**src/rtl/fifo_sync_prog.sv**
```systemverilog
// rtl/fifo_sync_prog.sv - single-clock FIFO with programmable thresholds and FWFT option
module fifo_sync_prog #(
  parameter int DSIZE = 8,
  parameter int ASIZE = 4,
  parameter int FWFT  = 0
) (
  input  logic               clk,
  input  logic               rst,
  input  logic               winc,
  input  logic [DSIZE-1:0]   wdata,
  input  logic               rinc,
  output logic [DSIZE-1:0]   rdata,
  input  logic [ASIZE:0]     afull_thr,
  input  logic [ASIZE:0]     aempty_thr,
  input  logic               err_clr,
  output logic [ASIZE:0]     count,
  output logic               wfull,
  output logic               afull,
  output logic               rempty,
  output logic               aempty,
  output logic               overflow,
  output logic               underflow
);

  localparam int DEPTH = 1 << ASIZE;
  localparam logic [ASIZE:0] DEPTH_W = (ASIZE+1)'(DEPTH);
  localparam logic [ASIZE:0] ONE_W   = (ASIZE+1)'(1);

  logic [DSIZE-1:0] mem_q [DEPTH];
  logic [ASIZE:0]   wptr_q, wptr_d;
  logic [ASIZE:0]   rptr_q, rptr_d;
  logic [ASIZE:0]   count_q, count_d;
  logic             overflow_q, overflow_d;
  logic             underflow_q, underflow_d;
  logic             wr_acc, rd_acc;
  logic             ptr_msb_unused;

  // Flags come from the registered count, so accept decisions never see same-cycle traffic.
  assign wfull  = (count_q == DEPTH_W);
  assign rempty = (count_q == '0);
  assign afull  = (count_q >= afull_thr);
  assign aempty = (count_q <= aempty_thr);
  assign count  = count_q;
  assign overflow  = overflow_q;
  assign underflow = underflow_q;

  assign wr_acc = winc & ~wfull;
  assign rd_acc = rinc & ~rempty;

  // Occupancy lives in count_q; the pointer MSBs only keep the wrap arithmetic conventional.
  assign ptr_msb_unused = wptr_q[ASIZE] ^ rptr_q[ASIZE];

  always_comb begin
    wptr_d      = wptr_q;
    rptr_d      = rptr_q;
    count_d     = count_q;
    overflow_d  = (overflow_q & ~err_clr) | (winc & wfull);
    underflow_d = (underflow_q & ~err_clr) | (rinc & rempty);
    if (wr_acc) wptr_d = wptr_q + ONE_W;
    if (rd_acc) rptr_d = rptr_q + ONE_W;
    if (wr_acc && !rd_acc) count_d = count_q + ONE_W;
    else if (rd_acc && !wr_acc) count_d = count_q - ONE_W;
  end

  always_ff @(posedge clk or posedge rst) begin
    if (rst) begin
      wptr_q      <= '0;
      rptr_q      <= '0;
      count_q     <= '0;
      overflow_q  <= 1'b0;
      underflow_q <= 1'b0;
    end else begin
      wptr_q      <= wptr_d;
      rptr_q      <= rptr_d;
      count_q     <= count_d;
      overflow_q  <= overflow_d;
      underflow_q <= underflow_d;
    end
  end

  always_ff @(posedge clk) begin
    if (wr_acc) mem_q[wptr_q[ASIZE-1:0]] <= wdata;
  end

  generate
    if (FWFT != 0) begin : g_fwft
      assign rdata = mem_q[rptr_q[ASIZE-1:0]];
    end else begin : g_reg
      logic [DSIZE-1:0] rdata_q, rdata_d;

      always_comb begin
        rdata_d = rdata_q;
        if (rd_acc) rdata_d = mem_q[rptr_q[ASIZE-1:0]];
      end

      always_ff @(posedge clk or posedge rst) begin
        if (rst) rdata_q <= '0;
        else     rdata_q <= rdata_d;
      end

      assign rdata = rdata_q;
    end
  endgenerate

endmodule
```
**config.mk**
```make
export PLATFORM = sky130hd
export DESIGN_NAME = fifo_sync_prog
export DESIGN_NICKNAME = d
export VERILOG_FILES = /design/src/rtl/fifo_sync_prog.sv
export SDC_FILE = /design/constraint.sdc
export NUM_CORES = 1
export LEC_CHECK = 0
export ABC_AREA = 1
export ABC_CLOCK_PERIOD_IN_PS = 4100
export CORE_UTILIZATION = 47
export CTS_CLUSTER_SIZE = 30
export DETAILED_ROUTE_END_ITERATION = 10
export GPL_ROUTABILITY_DRIVEN = 1
export MAX_ROUTING_LAYER = met4
export PLACE_DENSITY = 0.66
export REMOVE_ABC_BUFFERS = 1
export SYNTH_ARGS = -nofsm -noshare
export SYNTH_HDL_FRONTEND = slang
export SYNTH_SLANG_ARGS = --single-unit
export TNS_END_PERCENT = 1
```
**constraint.sdc**
```tcl
create_clock -name clk -period 4.1 [get_ports clk]
set_input_delay 1.23 -clock clk [delete_from_list [all_inputs] [get_ports clk]]
set_output_delay 1.23 -clock clk [all_outputs]
set_load 0.01 [all_outputs]
```
Word level (Yosys, flattened, before mapping). Memory sizes are Yosys's and may differ from the RTL's. A register that Yosys moved wholly into a read port is not among the register bits. Cells that the tools add are included.

$add $sub $neg: 4. Multiply operators: 0. Div/mod/pow operators: 0. Order comparisons: 2. Equal/unequal tests: 1. Shifts and indexed selects: 0. Muxes and demuxes: 4. Bitwise operators: 11. Reduce and logical (&&, ||, !) cells: 6.

Operators by type and width (count): 5-bit by 1-bit adder with 5-bit output, second input constant (3); 5-bit two-way mux (2); 1-bit bitwise AND (6); 5-bit == test, second input constant (1); 5-bit greater-or-equal comparator (1); 5-bit <= comparator (1); 5-bit zero test (1); 5-bit by 1-bit subtractor with 5-bit output, second input constant (1); 1-bit inverter (3); 1-bit logical AND (2); 1-bit zero test (2); 1-bit two-way mux (2); 1-bit bitwise OR (2); 2-bit nonzero test (1).

Bits in registers: 17. Bits in latches: 0. RAM bits: 128. ROM bits: 0. Input port bits: 23. Output and inout port bits: 19. Word-level logic and storage cells: 34. Memories: 1.

Memories: mem_q (depth 16, bits a word 8, read ports 1, clocked after memory_dff 1, write ports 1, RTL line 29) `logic [DSIZE-1:0] mem_q [DEPTH];`.

Depth between registers and ports, before layout.
Depth after elaboration: 7. Mapped depth: 13. Depth with buffers taken out: 13.

Worst setup path after synthesis. No wires, ideal clock.

Path type: input to output. Start: input afull_thr[4]. End: output afull. Data arrival time: 2.146 ns. Required time: 2.870 ns. Setup slack: 0.724 ns. Stages: 4. Path buffers: 0. Cell sequence: inv_1 ha_1 nand2_1 o311ai_0.

Longest elaborated chain between the ends: 1.

RTL lines: from (decl) (RTL line 13) `input logic [ASIZE:0] afull_thr,`; 5-bit greater-or-equal comparator (RTL line 41) `assign afull = (count_q >= afull_thr);`; to (decl) (RTL line 18) `output logic afull,`.

No other way between the ends.

Final worst setup path.
Start: input aempty_thr[1]. End: output aempty.

Longest elaborated chain between the ends: 1.

RTL lines: from (decl) (RTL line 14) `input logic [ASIZE:0] aempty_thr,`; 5-bit <= comparator (RTL line 42) `assign aempty = (count_q <= aempty_thr);`; to (decl) (RTL line 20) `output logic aempty,`.

No other way between the ends.

==> flow_summary.ini <==
[setup_path]
cpPeakStageDelay_ns = 0.46
worstSetupStartpointType = primary input
cp.arrival_ns = 2.70
cp-end-kind = output port
path_class = primary input to output port
crit_slowest_cell = clkdlybuf4s50_1
cp_max_fo = 2
worstPathCellList = clkdlybuf4s50_1, inv_1, ha_1, inv_1, o21bai_1, a21oi_1, nor2_1, o22ai_1, dlygate4sd2_1
timing.critical_path.mode_cell = inv_1
required_ns = 2.87

[die]
ioPinCount = 42
rows = 44
die_x_um = 124.2
core-area_um2 = 14530
initial_core_util_pct = 48.27
die_height_um = 124.2
die-area_um2 = 15420

[global_routing]
antenna_found_initial = 0
grt_pass1_vias = 4661
grt_max_degree = 68
grt.total_usage_pct = 22.38
grt-ovfl-total = 0
grt_pass1_wl_um = 24130

[power_and_ir_drop]
pwr-share-clk_pct = 28.6
power.density_nw_per_um2 = 665.9
power.internal_mw = 3.548
swShare_pct = 35.29
switchingPower_mw = 1.935
power.leakage_nw = 3.702
power_mw = 5.482
seqPwrFrac_pct = 37.4
p_comb_share_pct = 33.9
vdd_drop_max_mv = 0.3852

[sta]
tns_ns = 0
hold_slack_ns = 0.4859
finClkSkew_ns = 0.004880
maxSlewHeadroom_pct = 24.37
finalCritPeriodShare_pct = 95.94
worst_slew_pin_slew_ns = 1.133
drv_slew = 0
setup_viol = 0
fmax_mhz = 254.2
rsz0062_at_grt = false
hold_viol_final = 0
min_period_ns = 3.934

[placed_design]
hpwl_um = 9772
io_buffers = 41
gp_congestion = 0.8665

[yosys]
synth.distinct_cells = 29
synth_seq_cells = 151
syn-cell-area_um2 = 7015
ys_seq_area_share_pct = 62.99
ys_warn_count = 0
synthCells = 716
syn-mean-instance-area_um2 = 9.798

[clock_network]
clock-sinks = 151
holdBufCountCts = 0
cts_buffer_depth = 2
cts_setup_buffers = 0
clock_latency_ns = 0.42
cts-buffers-inserted = 17
cts.clk_slew.worst_paths_ns = 0.06
root_buffer = clkbuf_16
htreeDepth = 4
cts_tree = built

[layout]
layout.nets = 809
fin_util_pct = 56.65
final_layout_size_suffix_gt1_share_pct = 6.675
syn2layout_area_growth_pct = 17.35
diodes = 0

[detailed_routing]
drtPass1Iterations = 5
viasPerCell = 5.115
drc = 0
ant_nets = 0
vias = 4926
drt_wl_total_um = 15450
drt-initial-drc-count = 351
wire_per_inst_um = 16.04

[status]
outcome = complete, no violations

[min_path]
hold_path_class = flip-flop to flip-flop

[flow_run]
cap_violations = 0
## cell type report
type	instances	area, um^2
Tap cell	184	230.2
Clock buffer	25	518.0
Timing Repair Buffer	60	550.5
Inverter	134	503.0
Fill cell	1259	6301
Clock inverter	7	87.58
Multi-Input combinational cell	402	1923
Sequential cell	151	4420
## state kept, by name, indices dropped and copies added, names as in the netlist
| name | cells |
|---|---|
| count | 5 |
| mem_q | 128 |
| overflow | 1 |
| rdata | 8 |
| rptr_q | 4 |
| underflow | 1 |
| wptr_q | 4 |
## cells in the final DEF (no fill, tap or decap), types with 5 or more instances in the layout
| cell type | count |
|---|---|
| clkdlybuf4s50_1 | 39 |
| nor3_1 | 16 |
| a21oi_1 | 5 |
| clkbuf_16 | 19 |
| nand3_1 | 100 |
| dfrtp_1 | 22 |
| buf_4 | 19 |
| o21ai_0 | 5 |
| inv_1 | 131 |
| nand2_1 | 236 |
| ha_1 | 19 |
| edfxtp_1 | 128 |
## worst max-delay path, delay by kind of cell
| family | cells | cell delay [ns] |
|---|---|---|
| simple gates | 1 | 0.05 |
| buf+inv | 4 | 0.84 |
| fa+ha+maj | 1 | 0.31 |
| compound gates | 3 | 0.28 |
## power by group through the flow
stage / combinational, mW / sequential (mW) / clock, mW
2_1_floorplan: 1.06 / 2.15 / 0
3_3_place_gp: 1.83 / 2.07 / 0
3_5_place_dp: 1.88 / 2.08 / 0
4_1_cts: 1.88 / 2.05 / 1.58
5_1_grt: 2.10 / 2.08 / 1.65
6_report: 1.86 / 2.05 / 1.57
## per-layer routing
layer	global-route usage (%)	wire length [um]	part of all wire [%]
met1	27.03	6571	43
met2	36.77	7789	50
met3	3.709	657	4.3
met4	10.27	427	2.8
met5	-	0	0
## worst paths after layout
check                              start        end  slack, ns  depth (start not counted)
max reg2reg                     count[1]   count[4]       1.43                         14
max in group asynchronous            rst  rptr_q[0]       2.13                          2
min in group asynchronous            rst   rdata[5]       1.32                          2
max                        aempty_thr[1]     aempty       0.17                          9
min reg2reg                     rdata[1]   rdata[1]       0.49                          2
min                             rdata[1]   rdata[1]       0.49                          2
## timing repair
item                                    in CTS  in global routing
endpoints found under the setup margin       2                  1
resized for setup                            2                  1
pin swaps                                    0                  0
## per-stage QoR
step | cells | worst slack (ns) | instance area (um^2)
after floorplan | 687 | 0.7243 | 6845
after global placement | 931 | -0.1197 | 7630
after detailed placement | 931 | -0.1944 | 7630
after CTS | 963 | 0.1158 | 8233
after global routing | 963 | 0.06095 | 8233
final | 963 | 0.1663 | 8233
## synth_stat cells
cell	count	share of area [%]
a21o_1	1	0.11
a21oi_1	5	0.36
a31oi_1	1	0.089
buf_1	2	0.11
buf_2	16	1.1
buf_4	7	0.75
buf_6	2	0.32
clkbuf_1	2	0.11
clkinv_1	1	0.053
dfrtp_1	23	8.2
edfxtp_1	128	55
fa_1	1	0.29
ha_1	19	3.4
inv_1	131	7.0
inv_2	2	0.11
nand2_1	236	13
nand2_2	1	0.089
nand3_1	100	7.1
nand4_1	1	0.089
nor2_1	3	0.16
nor3_1	16	1.1
nor4_2	1	0.18
o21a_1	1	0.11
o21ai_0	5	0.36
o21bai_1	2	0.21
o22ai_1	1	0.089
o311ai_0	1	0.12
xnor2_1	3	0.37
xor2_1	4	0.50
## cell families (layout without fill, tap and decap cells)
family                     after synthesis  count (layout)  share of synthesized area, %
buffers and inverters                  163             226                         9.595
adders and majority gates               20              20                         3.674
DFF                                    151             151                         62.99
AOI/OAI and AO/OA                       17              17                         1.445
xor gates and xnor gates                 7               7                        0.8739
and+or+nand+nor                        358             358                         21.42
No activity file was read; power rests on OpenSTA's default activity.
